### config.mk
export PLATFORM = sky130hd
export DESIGN_NAME = morse_sequencer
export DESIGN_NICKNAME = d
export VERILOG_FILES = /design/src/rtl/morse_sequencer.sv
export SDC_FILE = /design/constraint.sdc
export NUM_CORES = 1
export LEC_CHECK = 0
export BUFFER_PORTS_ARGS = -buffer_cell sky130_fd_sc_hd__clkbuf_2
export CORE_UTILIZATION = 55
export DETAILED_ROUTE_END_ITERATION = 10
export HOLD_SLACK_MARGIN = 0.1
export PLACE_DENSITY = 0.72
export SLEW_MARGIN = 20
export SYNTH_ARGS = -nofsm -noshare
export SYNTH_HDL_FRONTEND = slang
export SYNTH_SLANG_ARGS = --single-unit
### constraint.sdc
create_clock -name ClockIn -period 6.3 [get_ports ClockIn]
set_clock_uncertainty 0.05 [all_clocks]
set_input_delay 0.63 -clock ClockIn [delete_from_list [all_inputs] [get_ports ClockIn]]
set_output_delay 0.63 -clock ClockIn [all_outputs]
set_load 0.05 [all_outputs]
### src/rtl/morse_sequencer.sv
// Queued A-Z Morse sequencer: letter FIFO, pattern ROM, and a unit-timed tone
// waveform with automatic letter/word gaps, abort and completion pulses.
module morse_sequencer #(
    parameter int CLOCK_FREQUENCY = 500,
    parameter int UNIT_TICKS      = CLOCK_FREQUENCY / 2,
    parameter int FIFO_DEPTH      = 4,
    parameter int LETTER_GAP      = 3,
    parameter int WORD_GAP        = 7
) (
    input  logic       ClockIn,
    input  logic       ResetN,
    input  logic       LetterValid,
    input  logic [4:0] Letter,
    output logic       LetterReady,
    input  logic       Abort,
    output logic       DotDashOut,
    output logic       NewBitOut,
    output logic       Busy,
    output logic       Done,
    output logic       Error
);
    localparam int TW   = $clog2(UNIT_TICKS + 1);
    localparam int AW   = $clog2(FIFO_DEPTH);
    localparam int CW   = $clog2(FIFO_DEPTH + 1);
    localparam int MAXU = (WORD_GAP > 13) ? ((WORD_GAP > LETTER_GAP) ? WORD_GAP : LETTER_GAP)
                                          : ((LETTER_GAP > 13) ? LETTER_GAP : 13);
    localparam int UW   = $clog2(MAXU + 1);
    localparam logic [TW-1:0] TICK_LAST = TW'(UNIT_TICKS - 1);

    typedef enum logic [1:0] {S_IDLE, S_LOAD, S_SYMBOL, S_GAP} state_t;

    // Element list per letter: {count, elements with the first at bit 3, 1 = dash}.
    // Expanded to a left-aligned unit pattern plus its length in units.
    function automatic logic [16:0] rom_lookup(input logic [4:0] code);
        logic [2:0]  n;
        logic [3:0]  el;
        logic [12:0] acc;
        logic [3:0]  len;
        case (code)
            5'd0:  {n, el} = {3'd2, 4'b0100};
            5'd1:  {n, el} = {3'd4, 4'b1000};
            5'd2:  {n, el} = {3'd4, 4'b1010};
            5'd3:  {n, el} = {3'd3, 4'b1000};
            5'd4:  {n, el} = {3'd1, 4'b0000};
            5'd5:  {n, el} = {3'd4, 4'b0010};
            5'd6:  {n, el} = {3'd3, 4'b1100};
            5'd7:  {n, el} = {3'd4, 4'b0000};
            5'd8:  {n, el} = {3'd2, 4'b0000};
            5'd9:  {n, el} = {3'd4, 4'b0111};
            5'd10: {n, el} = {3'd3, 4'b1010};
            5'd11: {n, el} = {3'd4, 4'b0100};
            5'd12: {n, el} = {3'd2, 4'b1100};
            5'd13: {n, el} = {3'd2, 4'b1000};
            5'd14: {n, el} = {3'd3, 4'b1110};
            5'd15: {n, el} = {3'd4, 4'b0110};
            5'd16: {n, el} = {3'd4, 4'b1101};
            5'd17: {n, el} = {3'd3, 4'b0100};
            5'd18: {n, el} = {3'd3, 4'b0000};
            5'd19: {n, el} = {3'd1, 4'b1000};
            5'd20: {n, el} = {3'd3, 4'b0010};
            5'd21: {n, el} = {3'd4, 4'b0001};
            5'd22: {n, el} = {3'd3, 4'b0110};
            5'd23: {n, el} = {3'd4, 4'b1001};
            5'd24: {n, el} = {3'd4, 4'b1011};
            5'd25: {n, el} = {3'd4, 4'b1100};
            default: {n, el} = 7'd0;
        endcase
        acc = '0;
        len = '0;
        for (int k = 0; k < 4; k++) begin
            if (k < int'(n)) begin
                if (k != 0) begin
                    acc = {acc[11:0], 1'b0};
                    len = len + 4'd1;
                end
                if (el[2'(3 - k)]) begin
                    acc = {acc[9:0], 3'b111};
                    len = len + 4'd3;
                end else begin
                    acc = {acc[11:0], 1'b1};
                    len = len + 4'd1;
                end
            end
        end
        return {acc << (4'd13 - len), len};
    endfunction

    state_t          r_state, w_state_nxt;
    logic [TW-1:0]   r_tick;
    logic [UW-1:0]   r_units;
    logic [12:0]     r_shift;
    logic [4:0]      r_fifo [FIFO_DEPTH];
    logic [AW-1:0]   r_wr, r_rd;
    logic [CW-1:0]   r_cnt;

    logic            w_full, w_empty, w_push, w_pop, w_unit_end, w_last_unit;
    logic [4:0]      w_head;
    logic [12:0]     w_pat;
    logic [3:0]      w_len;

    assign w_full      = (r_cnt == CW'(FIFO_DEPTH));
    assign w_empty     = (r_cnt == '0);
    // Held low while in reset so the host never sees a ready it cannot use.
    assign LetterReady = ResetN & ~w_full;
    assign w_push      = LetterValid & LetterReady & ~Abort;
    assign w_pop       = (r_state == S_LOAD);
    assign w_head      = r_fifo[r_rd];
    assign {w_pat, w_len} = rom_lookup(w_head);
    assign w_unit_end  = (r_state == S_SYMBOL || r_state == S_GAP) && (r_tick == TICK_LAST);
    assign w_last_unit = (r_units == UW'(1));

    always_ff @(posedge ClockIn) begin
        if (w_push) r_fifo[r_wr] <= Letter;
    end

    always_ff @(posedge ClockIn or negedge ResetN) begin
        if (!ResetN) begin
            r_wr  <= '0;
            r_rd  <= '0;
            r_cnt <= '0;
        end else if (Abort) begin
            r_wr  <= '0;
            r_rd  <= '0;
            r_cnt <= '0;
        end else begin
            if (w_push) r_wr <= r_wr + AW'(1);
            if (w_pop)  r_rd <= r_rd + AW'(1);
            r_cnt <= r_cnt + CW'(w_push) - CW'(w_pop);
        end
    end

    always_ff @(posedge ClockIn or negedge ResetN) begin
        if (!ResetN) r_state <= S_IDLE;
        else         r_state <= w_state_nxt;
    end

    always_comb begin
        w_state_nxt = r_state;
        case (r_state)
            S_IDLE:   if (!w_empty || w_push) w_state_nxt = S_LOAD;
            S_LOAD: begin
                if (w_head < 5'd26)       w_state_nxt = S_SYMBOL;
                else if (w_head == 5'd26) w_state_nxt = S_GAP;
                else if (r_cnt > CW'(1) || w_push) w_state_nxt = S_LOAD;
                else                      w_state_nxt = S_IDLE;
            end
            S_SYMBOL: if (w_unit_end && w_last_unit) w_state_nxt = S_GAP;
            S_GAP:    if (w_unit_end && w_last_unit) w_state_nxt = w_empty ? S_IDLE : S_LOAD;
            default:  w_state_nxt = S_IDLE;
        endcase
        if (Abort) w_state_nxt = S_IDLE;
    end

    always_ff @(posedge ClockIn or negedge ResetN) begin
        if (!ResetN) begin
            r_tick  <= '0;
            r_units <= '0;
            r_shift <= '0;
        end else if (Abort) begin
            r_tick <= '0;
        end else begin
            case (r_state)
                S_LOAD: begin
                    r_tick  <= '0;
                    r_shift <= w_pat;
                    r_units <= (w_head == 5'd26) ? UW'(WORD_GAP) : UW'(w_len);
                end
                S_SYMBOL, S_GAP: begin
                    if (w_unit_end) begin
                        r_tick <= '0;
                        if (w_last_unit) begin
                            if (r_state == S_SYMBOL) r_units <= UW'(LETTER_GAP);
                        end else begin
                            r_units <= r_units - UW'(1);
                            r_shift <= {r_shift[11:0], 1'b0};
                        end
                    end else begin
                        r_tick <= r_tick + TW'(1);
                    end
                end
                default: ;
            endcase
        end
    end

    assign DotDashOut = (r_state == S_SYMBOL) & r_shift[12];
    assign NewBitOut  = (r_state == S_SYMBOL || r_state == S_GAP) && (r_tick == '0);
    assign Busy       = (r_state != S_IDLE) || !w_empty;
    assign Done       = (r_state == S_GAP) && w_unit_end && w_last_unit && w_empty && !Abort;
    assign Error      = (r_state == S_LOAD) && (w_head > 5'd26);
endmodule

Word-level counts from Yosys, hierarchy flattened
Memory sizes are Yosys's and may differ from the RTL's.
Cells that the tools add are included.

word-level totals
  memories = 2
  memory bits (read-only) = 224
  memory bits (writable) = 20
  register bits after elaboration = 34
  output and inout bits = 6
  bits of input ports = 9

operators by class
  reductions and logical operators = 26
  $add $sub $neg = 15
  bitwise logic cells = 6
  equal/unequal tests = 13
  muxes and demuxes = 42
  shift operators = 1
  magnitude comparators = 7

memories
  name              words  bits a word  read ports  clocked after memory_dff  wr ports  line  text
  (name not given)  32     7            1           0                         0         39    case (code)
  r_fifo            4      5            1           0                         1         92    logic [4:0] r_fifo [FIFO_DEPTH];

operators by type and width
  operator                                           number
  2-to-1 mux 13 bit                                  7
  2-to-1 mux 4 bit                                   12
  case mux 13 bit (2 select lines)                   1
  adder 4 x 1 -> 4 bit, second input constant        6
  2-to-1 mux 2 bit                                   11
  2-to-1 mux 8 bit                                   2
  case mux 8 bit (2 select lines)                    1
  << shifter 13 x 4 -> 13 bit                        1
  inequality test 3 bit, second input constant       4
  adder 4 x 2 -> 4 bit, second input constant        2
  adder 8 x 1 -> 8 bit, second input constant        1
  equality test 8 bit, second input constant         1
  logical AND 1 bit                                  8
  logical NOT 8 bit                                  1
  case mux 2 bit (4 select lines)                    1
  case mux 4 bit (2 select lines)                    1
  AND reduction 4 bit                                2
  nonzero test 2 bit                                 4
  < comparator 1 x 3 -> 1 bit, first input constant  2
  < comparator 2 x 3 -> 1 bit, first input constant  2
  2-to-1 mux 3 bit                                   2
  equality test 5 bit, second input constant         1
  > comparator 5 bit, second input constant          1
  < comparator 5 bit, second input constant          1
  other kinds (21)                                   35

Logic depth before layout (Yosys ltp)
An unclocked memory read counts as a cell.

  word-level depth = 21
  depth in mapped cells = 23
  mapped depth without buffers = 21

Least setup slack after synthesis
No wires, ideal clock.

  kind = flip-flop to flip-flop
  from = reg r_rd[0]
  to = reg r_shift[4]
  buffers on the path = 1
  path slack = 1.213 ns
  required time = 6.177 ns
  library setup time = 0.073 ns
  cell stages (with the launch flop) = 22
  arrival time = 4.964 ns
  path through = dfrtp_1 > buf_6 > mux4_2 > inv_1 > ha_1 > mux4_2 > nor2b_1 > nor2_1 > nor2_1 > ha_1 > inv_1 > a21oi_1 > ha_1 > ha_1 > nand2_1 > o21ai_1 > ha_1 > inv_1 > o32a_1 > o41ai_1 > or3b_1 > a21oi_2

between the ends
  word-level cells in the longest chain between the ends = 21
  elaborated cells on any way between the ends = 32
  classes of those cells = add/sub: 9; order compare: 4; shift: 1; mux: 16; memory: 2

ends and longest elaborated chain
  element                                                              line    text
  from (decl)                                                          93      logic [AW-1:0] r_wr, r_rd;
  from (signal assigned)                                               127     if (w_pop) r_rd <= r_rd + AW'(1);
  memory read (4 x 5 bit) *                                            --
  memory read (32 x 7 bit) *                                           --
  < comparator 1 x 3 -> 1 bit                                          71      if (k < int'(n)) begin
  2-to-1 mux 2 bit                                                     71
  adder 4 x 1 -> 4 bit                                                 74      len = len + 4'd1;
  2-to-1 mux 4 bit                                                     71
  adder 4 x 1 -> 4 bit                                                 81      len = len + 4'd1;
  2-to-1 mux 4 bit                                                     71
  (+5 left out)                                                        --
  adder 4 x 1 -> 4 bit                                                 74
  2-to-1 mux 4 bit                                                     71
  adder 4 x 1 -> 4 bit / adder 4 x 2 -> 4 bit (equally long branches)  81, 78
  2-to-1 mux 4 bit                                                     76      if (el[2'(3 - k)]) begin
  2-to-1 mux 4 bit                                                     71
  subtractor 4 bit                                                     85      return {acc << (4'd13 - len), len};
  << shifter 13 x 4 -> 13 bit *                                        85
  case mux 13 bit (2 select lines) *                                   162     case (r_state)
  to (signal assigned)                                                 165     r_shift <= w_pat;
  to (signal assigned)                                                 175     r_shift <= {r_shift[11:0], 1'b0};
  to (decl)                                                            91      logic [12:0] r_shift;

Every way passes the cells marked *; elsewhere a longest branch is shown, timed or not. The select of a mux whose other input is x is not followed.
A chain may end at the register's enable or synchronous reset.

Worst setup path after layout
Same ends and word-level chain as after synthesis.

==> out/qor.txt <==
Synth Register Bits = 54
Leak = 1.49 nW
Switch share = 49.3%
Endpoints failing setup = 0
Reported max-cap violation count = 0
DIE WIDTH = 82.9 microns
Worst endpoint data arrival time = 6.08 ns
Initial Utilization = 57.0%
Startpoint Class = register
Post-CTS Hold Buffers = 0
Worst-path clk slew = 0.10 ns
Slew @ Worst Pin = 0.922 ns
Min Tclk post-route = 5.89 ns
Number of synthesized flops with an enable pin = 20
Final net count = 417
Clock tree buffer depth = 2
Largest net degree at the start of global routing = 36
Synth Cell Area = 3600 sq um
Internal power = 0.923 mW
Post-synth top area cell = dfrtp_1
Ranking of synthesized cells by area = dfrtp_1 24%, edfxtp_1 17%, ha_1 7.7%
Outcome = finished, final reports clean
FMAX = 170 MHz
WL per Instance = 16.3 microns
Total chip power = 1.82 mW
Fillcell total = 555
Non-filler cells, final = 463
Placeable Area = 6310 sq um
Final Hold Vio Count = 0
P_sw = 0.896 mW
GPL Wtd Cong = 0.880
Worst vdd ir = 0.330 mV
Cell count after placement = 455
Vias per inst = 6.06
Inserted Clock Buffers = 5
Reg power frac = 27.3%
Post-Route Setup TNS = 0 ns
Count leader, synth = nand2_1
Comb pwr share = 62.2%
Critical-path maximum fanout = 13
H-tree Lvls = 2
DRT Pass-1 Iters = 4
Grt total ovfl = 0
Initial drt markers = 235
Synth top cells by count = 37 x nand2_1, 36 x nor2_1, 34 x dfrtp_1
Die H = 82.9 microns
Netlist cell types = 67
Initial antenna violation count = 0
I/O pin count = 15
Die ar. = 6870 sq um
DR vias = 2,805
Site Rows = 29
Root Buffer = clkbuf_8
Vias in the first global route = 2,802
Relative slew slack = 38.0%
Gr usage total = 23.3%
CTS tree = yes
Fin crit share = 93.5%
Power Dens Cells = 484 nW/um^2
RSZ-0062 raised after global routing = false
Synth warn = 0
# DRC = 0
CP Data Required Time = 6.49 ns
Clock Sinks = 54
Clock latency on the worst-skew pair = 0.31 ns
FFs w/ async S/R, synth = 63.0%
Synthesized instance count = 383
Slew Limit Fails = 0
Clock power frac = 10.6%
Crit. End Element = register
Post-synthesis sequential area ratio = 40.3%
Fraction of final layout cells with drive strength greater than 1 = 11.1%
Most used DFF post-synth = dfrtp_1
Net Count, Synth = 415
Routed Antenna Nets = 0
Hpwl dp = 5360 microns
Area share of the largest cell type after synthesis = 23.7%
Syn avg cell area = 9.39 sq um
Ant diodes = 0
Kind of critical path = reg2reg
HP Class = in2async
PortBufs = 14
Area Overhead vs Synth = 4.59%
Post-CTS setup buffers = 0
Final Routed Wirelength = 7520 microns
First-pass GRT wire length = 13,100 microns
-- layout by cell type (no fill, tap or decap), types with 6 or more instances in the layout --
cell type | synthesis | final
nand2_1 | 37 | 37
nor2_1 | 36 | 36
dfrtp_1 | 34 | 33
o21ai_0 | 25 | 25
inv_1 | 22 | 22
a21oi_1 | 21 | 21
ha_1 | 22 | 21
edfxtp_1 | 20 | 20
nand3_1 | 14 | 14
clkbuf_2 | 0 | 14
o21ai_1 | 8 | 8
and2_1 | 7 | 7
mux4_2 | 6 | 6
xor2_1 | 6 | 6
nor3_1 | 6 | 6
a22oi_1 | 6 | 6
-- metrics by stage --
| step | instance area [sq um] | util [%] | setup WS (ns) | hold slack, ns |
|---|---|---|---|---|
| after floorplan | 3600 | - | 1.21 | 0.284 |
| after global placement | 3660 | 58.0 | 0.475 | 0.422 |
| after detailed placement | 3660 | 58.0 | 0.171 | 0.443 |
| after CTS | 3750 | 59.4 | 0.144 | 0.304 |
| after global routing | 3760 | 59.6 | 0.0996 | 0.335 |
| final | 3760 | 59.6 | 0.413 | 0.278 |
-- metal layers --
metal	wire length (microns)	part of all wire [%]	vias to the layer above	global-route usage [%]
met4	66	0.88	0	7.52
met5	0	0	-	0
met1	3570	47	1352	32.6
li1	-	-	1397	-
met2	3650	49	52	37.2
met3	235	3.1	4	3.98
-- area by class of cell --
type / count / area [sq um] / share of cell area (%)
multi-input cells: 287 / 1960 / 52.2
clock buffers: 5 / 68.8 / 1.83
repair buffers: 15 / 77.6 / 2.06
clock inverters: 3 / 21.3 / 0.565
inverters: 22 / 82.6 / 2.19
flip-flops and latches: 54 / 1450 / 38.6
well taps: 77 / 96.3 / 2.56
-- repair_timing --
item | CTS | global route
endpoints found under the setup margin | 0 | 8
resized for setup | 0 | 4
endpoints found under the hold margin | 0 | 0
-- logic make-up after synthesis --
| logic type | share of synthesized area [%] |
|---|---|
| adder cells (fa/ha/maj) | 8.21 |
| AND/OR/NAND/NOR | 21.1 |
| XOR/XNOR | 2.68 |
| AO/OA/AOI/OAI | 17.6 |
| flip-flops | 40.3 |
| buffers and inverters | 5.39 |
| multiplexers | 4.59 |
-- critical path: stages, from the launching register on --
cell	delay, ns
dfrtp_2	0.50
mux4_2	0.66
inv_1	0.22
ha_1	0.33
nor4_1	0.41
a311oi_2	0.15
nor2b_2	0.29
nor2_1	0.12
nor2_1	0.15
ha_1	0.30
inv_1	0.12
a21oi_1	0.07
ha_1	0.28
ha_1	0.37
nand2_1	0.09
o21ai_1	0.08
ha_2	0.47
inv_1	0.17
o32a_1	0.37
o41ai_1	0.08
or3b_1	0.41
a21oi_2	0.12
-- power groups by stage --
| stage | clock network, mW | registers, mW | logic (mW) |
|---|---|---|---|
| final | 0.192 | 0.496 | 1.13 |
| after global routing | 0.213 | 0.508 | 1.25 |
| after CTS | 0.201 | 0.495 | 1.10 |
| after detailed placement | 0 | 0.503 | 1.09 |
| after global placement | 0 | 0.500 | 1.08 |
| after floorplan | 0 | 0.468 | 0.942 |
-- sequential cells by signal, summed over array words and instances (netlist names) --
| register | cells |
|---|---|
| r_cnt | 3 |
| r_shift | 13 |
| r_wr | 2 |
| r_rd | 2 |
| r_units | 4 |
| r_state | 2 |
| r_tick | 8 |
| r_fifo | 20 |
-- final timing paths --
check | from | endpoint | slack (ns) | depth (start not counted)
worst max-delay path | r_rd[0] | r_shift[4] | 0.41 | 21
worst min-delay path | ResetN | r_shift[1] | 0.28 | 2
worst max register to register | r_rd[0] | r_shift[4] | 0.41 | 21
worst min register to register | r_shift[0] | r_shift[0] | 0.46 | 2
max in group asynchronous | ResetN | r_rd[0] | 5.56 | 2
min in group ClockIn | r_shift[0] | r_shift[0] | 0.46 | 2
No activity file was read; power rests on OpenSTA's default activity.
